--- src/rtl/goose_sprite_engine.sv ---
// ============================================================================
// Module      : goose_sprite_engine
// Description : Scaled, animated, bouncing sprite placed on the VGA raster;
//               emits a 2-cycle pipelined palette index and opaque flag.
//               Optional macro GOOSE_MIRROR_EN mirrors columns while moving left.
// Revision    : 1.0 - initial release
// ============================================================================
`default_nettype none

module goose_sprite_engine #(
    parameter int SRC_LOG2   = 5,
    parameter int SCALE_LOG2 = 3,
    parameter int NUM_FRAMES = 4,
    parameter int FRAME_HOLD = 6,
    parameter int IDX_W      = 3,
    parameter int H_ACTIVE   = 640,
    parameter int V_ACTIVE   = 480,
    localparam int FRAME_W   = $clog2(NUM_FRAMES)
) (
    input  logic                clk,
    input  logic                reset,
    input  logic [9:0]          pix_x,
    input  logic [9:0]          pix_y,
    input  logic                video_active,
    input  logic                frame_tick,
    input  logic                play,
    input  logic                rewind,
    input  logic                move_en,
    input  logic [1:0]          speed,
    output logic [FRAME_W-1:0]  rom_frame,
    output logic [SRC_LOG2-1:0] rom_x,
    output logic [SRC_LOG2-1:0] rom_y,
    input  logic [IDX_W-1:0]    rom_pixel,
    output logic [IDX_W-1:0]    px_index,
    output logic                px_opaque,
    output logic [FRAME_W-1:0]  anim_frame,
    output logic [9:0]          pos_x,
    output logic [9:0]          pos_y
);

    localparam int          HOLD_W   = (FRAME_HOLD > 1) ? $clog2(FRAME_HOLD) : 1;
    localparam logic [10:0] C_SPR_S  = 11'(1 << (SRC_LOG2 + SCALE_LOG2));
    localparam logic [10:0] C_MAX_X  = 11'(H_ACTIVE) - C_SPR_S;
    localparam logic [10:0] C_MAX_Y  = 11'(V_ACTIVE) - C_SPR_S;

    typedef enum logic [1:0] {
        IDLE  = 2'd0,
        PLAY  = 2'd1,
        PAUSE = 2'd2
    } anim_state_t;

    anim_state_t         r_state, w_state_nxt;
    logic [HOLD_W-1:0]   r_hold_cnt, w_hold_nxt;
    logic [FRAME_W-1:0]  w_frame_nxt;
    logic                r_dir_x, r_dir_y;
    logic                r_in_spr_d;

    // Returns {direction, position}; direction 1 means moving toward zero.
    function automatic logic [10:0] axis_step(input logic [9:0] pos, input logic dir,
                                              input logic [1:0] spd, input logic [10:0] max);
        logic signed [10:0] cand;
        cand = dir ? ($signed({1'b0, pos}) - $signed({9'd0, spd}))
                   : ($signed({1'b0, pos}) + $signed({9'd0, spd}));
        if (cand > $signed(max))
            return {~dir, max[9:0]};
        else if (cand < 11'sd0)
            return {~dir, 10'd0};
        else
            return {dir, cand[9:0]};
    endfunction

    always_ff @(posedge clk or posedge reset) begin
        if (reset) begin
            r_state    <= IDLE;
            r_hold_cnt <= '0;
            anim_frame <= '0;
        end else begin
            r_state    <= w_state_nxt;
            r_hold_cnt <= w_hold_nxt;
            anim_frame <= w_frame_nxt;
        end
    end

    always_comb begin
        w_state_nxt = r_state;
        w_hold_nxt  = r_hold_cnt;
        w_frame_nxt = anim_frame;
        if (rewind) begin
            w_state_nxt = IDLE;
            w_hold_nxt  = '0;
            w_frame_nxt = '0;
        end else begin
            case (r_state)
                IDLE: begin
                    w_hold_nxt  = '0;
                    w_frame_nxt = '0;
                    if (play) w_state_nxt = PLAY;
                end
                PLAY: begin
                    if (frame_tick) begin
                        if (r_hold_cnt == HOLD_W'(FRAME_HOLD - 1)) begin
                            w_hold_nxt  = '0;
                            w_frame_nxt = (anim_frame == FRAME_W'(NUM_FRAMES - 1))
                                          ? '0 : anim_frame + 1'b1;
                        end else begin
                            w_hold_nxt = r_hold_cnt + 1'b1;
                        end
                    end
                    if (!play) w_state_nxt = PAUSE;
                end
                PAUSE: begin
                    if (play) w_state_nxt = PLAY;
                end
                default: w_state_nxt = IDLE;
            endcase
        end
    end

    always_ff @(posedge clk or posedge reset) begin
        if (reset) begin
            pos_x   <= '0;
            pos_y   <= '0;
            r_dir_x <= 1'b0;
            r_dir_y <= 1'b0;
        end else if (frame_tick && move_en && (speed != 2'd0)) begin
            {r_dir_x, pos_x} <= axis_step(pos_x, r_dir_x, speed, C_MAX_X);
            {r_dir_y, pos_y} <= axis_step(pos_y, r_dir_y, speed, C_MAX_Y);
        end
    end

    logic [10:0]         w_dx, w_dy;
    logic                w_in_spr;
    logic [SRC_LOG2-1:0] w_lx, w_ly, w_rom_x;

    always_comb begin
        w_dx     = {1'b0, pix_x} - {1'b0, pos_x};
        w_dy     = {1'b0, pix_y} - {1'b0, pos_y};
        w_in_spr = video_active
                   && ({1'b0, pix_x} >= {1'b0, pos_x}) && ({1'b0, pix_x} < ({1'b0, pos_x} + C_SPR_S))
                   && ({1'b0, pix_y} >= {1'b0, pos_y}) && ({1'b0, pix_y} < ({1'b0, pos_y} + C_SPR_S));
        w_lx     = SRC_LOG2'(w_dx >> SCALE_LOG2);
        w_ly     = SRC_LOG2'(w_dy >> SCALE_LOG2);
`ifdef GOOSE_MIRROR_EN
        w_rom_x  = r_dir_x ? ~w_lx : w_lx;
`else
        w_rom_x  = w_lx;
`endif
    end

    always_ff @(posedge clk or posedge reset) begin
        if (reset) begin
            rom_x      <= '0;
            rom_y      <= '0;
            rom_frame  <= '0;
            r_in_spr_d <= 1'b0;
            px_index   <= '0;
            px_opaque  <= 1'b0;
        end else begin
            rom_x      <= w_in_spr ? w_rom_x : '0;
            rom_y      <= w_in_spr ? w_ly : '0;
            rom_frame  <= anim_frame;
            r_in_spr_d <= w_in_spr;
            px_index   <= r_in_spr_d ? rom_pixel : '0;
            px_opaque  <= r_in_spr_d && (rom_pixel != '0);
        end
    end

endmodule

`default_nettype wire
--- config.mk ---
export PLATFORM = sky130hd
export DESIGN_NAME = goose_sprite_engine
export DESIGN_NICKNAME = d
export VERILOG_FILES = /design/src/rtl/goose_sprite_engine.sv
export SDC_FILE = /design/constraint.sdc
export NUM_CORES = 1
export LEC_CHECK = 0
export ABC_AREA = 1
export CORE_MARGIN = 3
export CORE_UTILIZATION = 27
export DETAILED_ROUTE_END_ITERATION = 10
export PLACE_DENSITY = 0.46
export SLEW_MARGIN = 25
export SYNTH_ARGS = -nofsm -noshare
export SYNTH_HDL_FRONTEND = slang
export SYNTH_SLANG_ARGS = --single-unit
--- constraint.sdc ---
create_clock -name clk -period 3.2 [get_ports clk]
set_input_delay 0.32 -clock clk [delete_from_list [all_inputs] [get_ports clk]]
set_output_delay 0.32 -clock clk [all_outputs]
set_load 0.005 [all_outputs]
==> impl_metrics.py, run 1 <==
metrics = {
    "critical_path": {
        "cp-end-kind": "register",
        "cpLargestDelayFamily": "simple AND/OR/NAND/NOR gates",
        "critPathArrivalTime_ns": 3.02,
        "startpoint": "speed[1]",
        "critPathCapture": "r_dir_x",
        "critPathLaunchType": "primary input",
        "crit_type": "primary input to register",
        "critPathMaxStageDelay_ns": 0.51,
        "crit_fanout": 9,
        "critical_path_buf_inv_count": 5,
        "worstReg2RegEnd": "r_dir_x",
        "cpMaxStageDelayCell": "clkdlybuf4s50_1",
        "r2r_slack_ns": 0.74,
        "r2r_start": "r_dir_x",
        "path_cells": "clkdlybuf4s50_1 -> inv_1 -> ha_1 -> inv_1 -> o21ai_0 -> fa_1 -> inv_1 -> nand3_1 -> nand2_1 -> nand2_1 -> nand2_1 -> nand2_1 -> nand2_1 -> nand2_1 -> nand2_2 -> nand3_4 -> nand2_2 -> nand2_1 -> nand2_1 -> inv_1",
        "cp_common_cell": "nand2_1",
        "reg2regPathDepth": 16,
        "cp.depth": 20,
        "critPathRequiredTime_ns": 3.38,
    },
    "route": {
        "avgViaCountPerCell": 4.47,
        "wl_met3_um": 466,
        "drtPass1Iterations": 4,
        "ant_nets": 0,
        "post_drt_wl_per_cell_um": 13.1,
        "met1_length_um": 5700,
        "met2WireLength_um": 4280,
        "drtIter0Drc": 205,
        "top_layer": "met4",
        "wl_um": 10600,
        "detail_route.drc_violations": 0,
        "vias": 3614,
    },
    "floorplanning": {
        "start_util": 0.279,
        "fp.coreArea_mm2": 0.0141,
        "io_pins": 70,
        "die_y_um": 127,
        "dieArea_mm2": 0.0161,
        "die_w_um": 127,
        "rows": 43,
    },
    "power_and_ir_drop": {
        "power_per_cell_area_mw_per_mm2": 904,
        "vdd_drop_max_uv": 259,
        "power.leakage_nw": 2.56,
        "power_w": 0.00451,
    },
    "placement": {
        "hpwl_um": 8610,
        "gp_congestion": 0.847,
        "dp_cells": 801,
        "port_buffers": 69,
        "place_ws_ns": -0.0264,
    },
    "finish": {
        "layout.nets": 711,
        "fill_cells": 1536,
        "fin_util": 0.354,
        "stdcell_count": 808,
        "drive_above_1_share": 0.0701,
        "syn_to_final_growth_pct": 26.7,
        "diodes": 0,
    },
    "timing": {
        "fin_ws_ns": 0.365,
        "period_needed_ns": 2.84,
        "setup_viol": 0,
        "rsz0062_at_grt": "no",
        "hold_viol_final": 0,
        "fin_skew_ns": 0.00694,
        "worstMarginPinSlew_ns": 0.613,
        "slew_violations": 0,
        "fmax_mhz": 353,
        "relSlewSlack": 0.592,
        "period_share": 0.886,
    },
    "synth": {
        "syn-instance-count": 555,
        "ys_types": 40,
        "synth_top_cell_by_area": "dfrtp_1",
        "avgSynthCellArea_um2": 7.10,
        "ys_ff_latch": 46,
        "synth-seq-area-share": 0.292,
        "synth.top_cells.by_count": "140 x nand2_1, 106 x inv_1, 49 x ha_1",
        "yosysWarnings": 0,
        "synthesis.area_mm2": 0.00394,
        "synth_most_common_cell": "nand2_1",
        "synthesis.nets": 638,
        "synth_top_area_share": 0.292,
        "async_reset_ff_frac": 1.00,
        "synth_edf_count": 0,
        "ys.flop_type": "dfrtp_1",
        "netlist_top_cells_area": "dfrtp_1 29%, ha_1 16%, nand2_1 13%",
    },
    "hold_path": {
        "hp-class": "register to register",
        "min_from": "r_state[0]",
    },
    "cts": {
        "path_clk_slew_ns": 0.06,
        "cts_inserted_buffers": 5,
        "post_cts_buffers": 0,
        "insertion_delay_ns": 0.29,
        "cts-hold-fix-buffers": 0,
        "clock-sinks": 46,
        "htreeDepth": 2,
        "cts_tree": "built",
        "clockRootBuffer": "clkbuf_16",
        "cts_buffer_depth": 2,
    },
    "global_routing": {
        "grt_pass1_wl_um": 17700,
        "overflow": 0,
        "grt_pass1_vias": 3500,
        "grt_max_degree": 47,
        "antenna_found_initial": 0,
        "grt_use_total": 0.135,
    },
    "job": {
        "cap_viol_max_count": 0,
    },
    "outcome": {
        "status": "complete, no violations",
    },
}
[registers in the layout, indices dropped and copies added, names as in the netlist]
| signal | count |
|---|---|
| anim_frame | 2 |
| pos_x | 10 |
| pos_y | 10 |
| px_index | 3 |
| px_opaque | 1 |
| r_dir_x | 1 |
| r_dir_y | 1 |
| r_hold_cnt | 3 |
| r_in_spr_d | 1 |
| r_state | 2 |
| rom_frame | 2 |
| rom_x | 5 |
| rom_y | 5 |
[metal layers]
| layer | GRT usage | vias to the layer above |
|---|---|---|
| li1 | - | 1943 |
| met1 | 0.205 | 1593 |
| met2 | 0.200 | 69 |
| met3 | 0.0236 | 9 |
| met4 | 0.0252 | 0 |
| met5 | 0 | - |
[per-stage QoR]
step / hold slack (ns) / cell area [um^2] / setup TNS [ns]
4_1_cts: 0.441 / 4980 / 0
3_5_place_dp: 0.432 / 4850 / -0.0304
5_1_grt: 0.462 / 4990 / 0
6_report: 0.435 / 4990 / 0
3_3_place_gp: 0.427 / 4850 / -0.00792
2_1_floorplan: 0.383 / 3940 / 0
[logic make-up after synthesis]
kind of cell | share of synthesized area
and+or+nand+nor | 0.299
adders and majority gates | 0.166
xor gates and xnor gates | 0.0222
AOI/OAI and AO/OA | 0.109
DFF | 0.292
buffers and inverters | 0.112
[cell usage in the layout (no fill, tap or decap), types with 6 or more instances in the layout]
cell type / Yosys / layout
nand4_1: 8 / 8
nand3_1: 41 / 41
nor2_1: 29 / 29
xor2_1: 6 / 6
nor3_1: 14 / 14
clkdlybuf4s50_1: 0 / 69
o21ai_0: 14 / 14
nand2_1: 140 / 140
nand2_2: 13 / 13
ha_1: 49 / 46
o21ai_1: 6 / 6
dfrtp_1: 46 / 46
a21oi_1: 28 / 28
inv_1: 106 / 104
o22ai_1: 10 / 10
[repair_timing]
item | CTS | global route
resized for setup | 0 | 4
setup endpoints to repair | 0 | 2
hold endpoints to repair | 0 | 0
[report_power, final]
part           switching [W]  internal [W]
combinational        0.00192       0.00126
sequential          0.000124      0.000709
clock               0.000216      0.000286
total                0.00226       0.00225
[how the worst min path moves through the flow]
| stage | endpoint | cells after the start |
|---|---|---|
| final | r_state[0] | 1 |
| after global routing | r_state[0] | 1 |
| after CTS | r_state[0] | 1 |
| after detailed placement | r_state[0] | 1 |
| after global placement | rom_frame[1] | 0 |
| after floorplan | r_state[1] | 1 |
[layout make-up]
cell class,count,area [um^2],share of cell area
inverter,109,412,0.0825
multi-input combinational,394,2350,0.472
timing repair buffer,72,713,0.143
clock buffer,6,129,0.0258
tap,180,225,0.0451
clock inverter,1,7.51,0.00150
sequential,46,1150,0.231
Note: power is estimated with default switching activity, not from simulation.
==> run 2: changes to the inputs <==
Settings changed: CORE_UTILIZATION 27 to 40, PLACE_DENSITY 0.46 to 0.62, REMOVE_ABC_BUFFERS set to 1.
==> run 2 against run 1 <==
Non-clock buffer count did not move. Core utilization rose by 17 points. Sequential power fell by 0.7%. Clock power fell by 11%. Die area fell by 31%. Critical path depth fell by 5. Final area fell by 1.9%. Via count rose by 1.7%. Total power fell by 1.1%. Maximum frequency fell by 1.6%. Critical path type unchanged. Highest routed layer unchanged.
==> impl_metrics.py, run 2 (synthesized netlist as in run 1, its figures left out) <==
metrics = {
    "critical_path": {
        "cp_common_cell": "nand2_1",
        "critPathMaxStageDelay_ns": 0.54,
        "crit_type": "primary input to register",
        "path_cells": "clkdlybuf4s50_1 -> inv_1 -> ha_1 -> nor2_1 -> inv_1 -> ha_1 -> nand2_1 -> nor2_1 -> nand3_1 -> nand4_1 -> nand2_1 -> nor2_4 -> nand2_1 -> o21ai_0 -> o21ai_1",
        "critPathLaunchType": "primary input",
        "cp-end-kind": "register",
        "critPathRequiredTime_ns": 3.38,
        "critPathArrivalTime_ns": 3.07,
        "crit_fanout": 10,
        "cpMaxStageDelayCell": "clkdlybuf4s50_1",
    },
    "placement": {
        "place_ws_ns": -0.0608,
        "gp_congestion": 0.860,
        "hpwl_um": 8190,
        "port_buffers": 69,
    },
    "cts": {
        "path_clk_slew_ns": 0.09,
        "cts_buffer_depth": 2,
        "clock-sinks": 46,
        "htreeDepth": 2,
        "cts_inserted_buffers": 5,
        "cts_tree": "built",
        "clockRootBuffer": "clkbuf_8",
        "insertion_delay_ns": 0.30,
        "post_cts_buffers": 0,
    },
    "timing": {
        "worstMarginPinSlew_ns": 0.821,
        "period_share": 0.901,
        "setup_viol": 0,
        "fin_ws_ns": 0.318,
        "fmax_mhz": 347,
        "period_needed_ns": 2.88,
        "slew_violations": 0,
        "fin_skew_ns": 0.00756,
        "rsz0062_at_grt": "no",
        "relSlewSlack": 0.453,
        "hold_viol_final": 0,
        "tns_ns": 0,
        "whs_ns": 0.439,
    },
    "finish": {
        "syn_to_final_growth_pct": 24.4,
        "drive_above_1_share": 0.0685,
        "diodes": 0,
        "final_cell_mix": "140 x nand2_1, 104 x inv_1, 69 x clkdlybuf4s50_1, 49 x ha_1, 46 x dfrtp_1",
        "biggestRegsByFlops": "pos_x (10), pos_y (10)",
        "layout_commonest_cell": "nand2_1",
        "layout.nets": 711,
    },
    "hold_path": {
        "hp-class": "register to register",
    },
    "floorplanning": {
        "die_y_um": 105,
        "io_pins": 70,
        "start_util": 0.418,
        "die_w_um": 105,
        "fp.coreArea_mm2": 0.00942,
        "rows": 35,
        "dieArea_mm2": 0.0111,
    },
    "route": {
        "detail_route.drc_violations": 0,
        "avgViaCountPerCell": 4.85,
        "post_drt_wl_per_cell_um": 13.2,
        "drtPass1Iterations": 4,
        "vias": 3674,
        "wl_um": 10000,
        "drtIter0Drc": 145,
        "ant_nets": 0,
    },
    "power_and_ir_drop": {
        "power_per_cell_area_mw_per_mm2": 911,
        "power_w": 0.00446,
        "power.leakage_nw": 2.55,
        "vdd_drop_max_uv": 381,
    },
    "global_routing": {
        "antenna_found_initial": 0,
        "grt_pass1_vias": 3574,
        "grt_use_total": 0.185,
        "grt_pass1_wl_um": 16800,
        "overflow": 0,
        "grt_max_degree": 47,
    },
    "job": {
        "cap_viol_max_count": 0,
    },
    "outcome": {
        "status": "complete, no violations",
    },
}
-- run 2: worst max-delay path, delay by kind of cell --
family          cells  cell delay [ns]
buf+inv             3             0.81
simple gates        8             1.00
fa+ha+maj           2             0.67
compound gates      2             0.25
-- run 2: metrics by stage --
step | std cells | area, um^2 | utilization
floorplan | 549 | 3910 | -
global placement | 750 | 4780 | 0.508
detailed placement | 750 | 4780 | 0.508
CTS | 757 | 4890 | 0.520
global route | 757 | 4900 | 0.520
finish | 757 | 4900 | 0.520
-- run 2: cell type report --
class,count,area (um^2)
multi-input combinational,394,2350
timing repair buffer,72,713
clock inverter,1,30.0
fill,950,4520
clock buffer,6,82.6
sequential,46,1150
tap,129,161
inverter,109,410
-- run 2: final timing paths --
kind | startpoint | endpoint | slack, ns | depth (start not counted)
max | speed[0] | pos_y[7] | 0.32 | 15
min reg2reg | r_state[0] | r_state[0] | 0.44 | 1
min in group asynchronous | reset | rom_frame[1] | 0.47 | 2
max reg2reg | r_dir_y | pos_y[7] | 0.73 | 12
min | r_state[0] | r_state[0] | 0.44 | 1
max in group asynchronous | reset | r_dir_x | 2.24 | 2
-- run 2: repair_timing --
item / CTS / global route
setup endpoints to repair: 0 / 9
resized for setup: 0 / 2
hold buffers: 0 / 0
-- run 2: layer usage --
metal / share of wire / GRT usage / routed length [um]
met1: 0.51 / 0.265 / 5070
met2: 0.44 / 0.296 / 4430
met3: 0.048 / 0.0325 / 478
met4: 0.0044 / 0.0281 / 44
met5: 0 / 0 / 0
-- run 2: report_power, final --
group          internal, W  total (W)  switching (W)
Sequential        0.000707   0.000827       0.000120
Clock             0.000250   0.000449       0.000199
Combinational      0.00125    0.00318        0.00193
Total              0.00221    0.00446        0.00225
==> run 3: changes to the inputs <==
Settings changed: CORE_UTILIZATION 40 to 58, PLACE_DENSITY 0.62 to 0.86.
==> run 3 against run 2 <==
Cell count down 6.7%. Routed wire length down 0.91%. Count of clock-buffer cells in the layout down 1. First-iteration DRC count up 23%. Final area down 1.8%. Register-to-register slack worse by 0.10 ns. Sequential cell count unchanged. Sequential share of layout area up 0.44 points.
==> impl_metrics.py, run 3 (synthesized netlist as in run 1, its figures left out) <==
metrics = {
    "floorplanning": {
        "die_w_um": 88.4,
        "die_y_um": 88.4,
        "rows": 29,
        "dieArea_mm2": 0.00782,
        "start_util": 0.610,
        "io_pins": 70,
        "fp.coreArea_mm2": 0.00646,
    },
    "timing": {
        "fin_skew_ns": 0.00893,
        "period_share": 0.917,
        "relSlewSlack": 0.457,
        "period_needed_ns": 2.94,
        "worstMarginPinSlew_ns": 0.813,
        "hold_viol_final": 0,
        "rsz0062_at_grt": "no",
        "slew_violations": 0,
        "fmax_mhz": 341,
        "setup_viol": 0,
    },
    "route": {
        "met2WireLength_um": 4510,
        "drtIter0Drc": 178,
        "post_drt_wl_per_cell_um": 14.1,
        "drtPass1Iterations": 4,
        "wl_um": 9930,
        "detail_route.drc_violations": 0,
        "avgViaCountPerCell": 5.43,
        "vias": 3835,
        "top_layer": "met4",
        "ant_nets": 0,
        "wl_met3_um": 725,
        "met1_length_um": 4540,
    },
    "placement": {
        "gp_congestion": 0.942,
        "hpwl_um": 8120,
        "port_buffers": 69,
        "placed_area_mm2": 0.00472,
    },
    "critical_path": {
        "r2r_start": "r_dir_x",
        "cp-end-kind": "register",
        "critPathRequiredTime_ns": 3.41,
        "critPathArrivalTime_ns": 3.14,
        "crit_fanout": 9,
        "r2r_slack_ns": 0.63,
        "worstReg2RegEnd": "r_dir_x",
        "reg2regPathDepth": 15,
        "crit_type": "primary input to register",
        "critPathLaunchType": "primary input",
    },
    "power_and_ir_drop": {
        "pwr-share-seq": 0.188,
        "vdd_drop_max_uv": 631,
        "power.switching_w": 0.00231,
        "swShare": 0.522,
        "p_clk_frac": 0.083,
        "power_per_cell_area_mw_per_mm2": 920,
        "p_comb_frac": 0.729,
        "p_int_w": 0.00211,
        "power.leakage_nw": 2.54,
    },
    "outcome": {
        "status": "complete, no violations",
    },
    "cts": {
        "cts_resized": 0,
        "insertion_delay_ns": 0.31,
        "path_clk_slew_ns": 0.09,
        "cts_tree": "built",
        "clock-sinks": 46,
        "clockRootBuffer": "clkbuf_8",
        "cts_inserted_buffers": 5,
        "cts-hold-fix-buffers": 0,
        "htreeDepth": 2,
        "post_cts_buffers": 0,
        "cts_buffer_depth": 2,
    },
    "finish": {
        "layout_commonest_cell": "nand2_1",
        "fin_area_mm2": 0.00481,
        "biggestRegsByFlops": "pos_x (10), pos_y (10)",
        "final_cell_mix": "140 x nand2_1, 103 x inv_1, 69 x clkdlybuf4s50_1, 49 x ha_1, 46 x dfrtp_1",
        "syn_to_final_growth_pct": 22.1,
        "diodes": 0,
        "layout.nets": 711,
        "drive_above_1_share": 0.0700,
        "fin_util": 0.744,
    },
    "global_routing": {
        "overflow": 0,
        "grt_use_total": 0.266,
        "grt_pass1_wl_um": 16400,
        "grt_max_degree": 47,
        "antenna_found_initial": 0,
        "grt_pass1_vias": 3644,
    },
    "hold_path": {
        "min_from": "r_state[0]",
        "hold-path-cell-count": 1,
        "hp-class": "register to register",
        "holdPathEnd": "r_state[0]",
    },
    "job": {
        "cap_viol_max_count": 0,
    },
}
-- run 3: cell count changes in the layout (fill, tap and decap cells not counted), sizes merged --
cell      before  now
bufinv         1    0
clkinvlp       0    1
clkinv         1    3
clkbuf         6    5
-- run 3: area by class of cell --
cell class	instances	area, um^2
Multi-Input combinational cell	394	2350
Clock inverter	3	21.3
Fill cell	522	1650
Clock buffer	5	68.8
Timing Repair Buffer	72	713
Sequential cell	46	1150
Tap cell	77	96.3
Inverter	109	410
-- run 3: worst max-delay path by stage --
stage | start | endpoint | slack [ns] | cells past startpoint
floorplan | speed[0] | r_dir_x | 0.95 | 17
global placement | speed[0] | r_dir_x | -0.004 | 18
detailed placement | speed[0] | r_dir_x | -0.11 | 18
CTS | speed[0] | r_dir_x | 0.19 | 18
global route | speed[0] | pos_y[6] | 0.009 | 16
finish | speed[0] | r_dir_x | 0.26 | 18
-- run 3: metrics by stage --
stage / setup TNS, ns / hold slack [ns] / setup WS, ns / std cells / power [W]
floorplan: 0 / 0.383 / 0.952 / 549 / 0.00319
global placement: -0.00360 / 0.430 / -0.00360 / 698 / 0.00392
detailed placement: -0.171 / 0.433 / -0.107 / 698 / 0.00401
CTS: 0 / 0.446 / 0.189 / 706 / 0.00440
global route: 0 / 0.467 / 0.00909 / 706 / 0.00489
finish: 0 / 0.443 / 0.265 / 706 / 0.00443
-- run 3: power groups by stage --
stage	clock network [W]	registers (W)	logic (W)
global placement	0	0.000836	0.00309
CTS	0.000371	0.000830	0.00320
floorplan	0	0.000820	0.00237
detailed placement	0	0.000842	0.00317
global route	0.000401	0.000852	0.00364
finish	0.000368	0.000833	0.00322
-- run 3: routing by layer --
metal	vias to the layer above	GRT usage
li1	1932	-
met1	1739	0.370
met2	147	0.440
met3	17	0.0410
met4	0	0.0604
met5	-	0
-- run 3: worst max-delay path, cell delays in order --
cell and delay [ns]:
clkdlybuf4s50_1 0.53, inv_1 0.06, ha_1 0.23, nor2_1 0.24, inv_2 0.17, ha_1 0.40, a21oi_1 0.22, nand2_1 0.11
nand2_1 0.09, nand2_1 0.08, nand2_1 0.09, nand3_1 0.11, nand2_2 0.12, nand3_4 0.14, nand2_2 0.08, nand2_1 0.05
nand2_1 0.05, inv_1 0.03
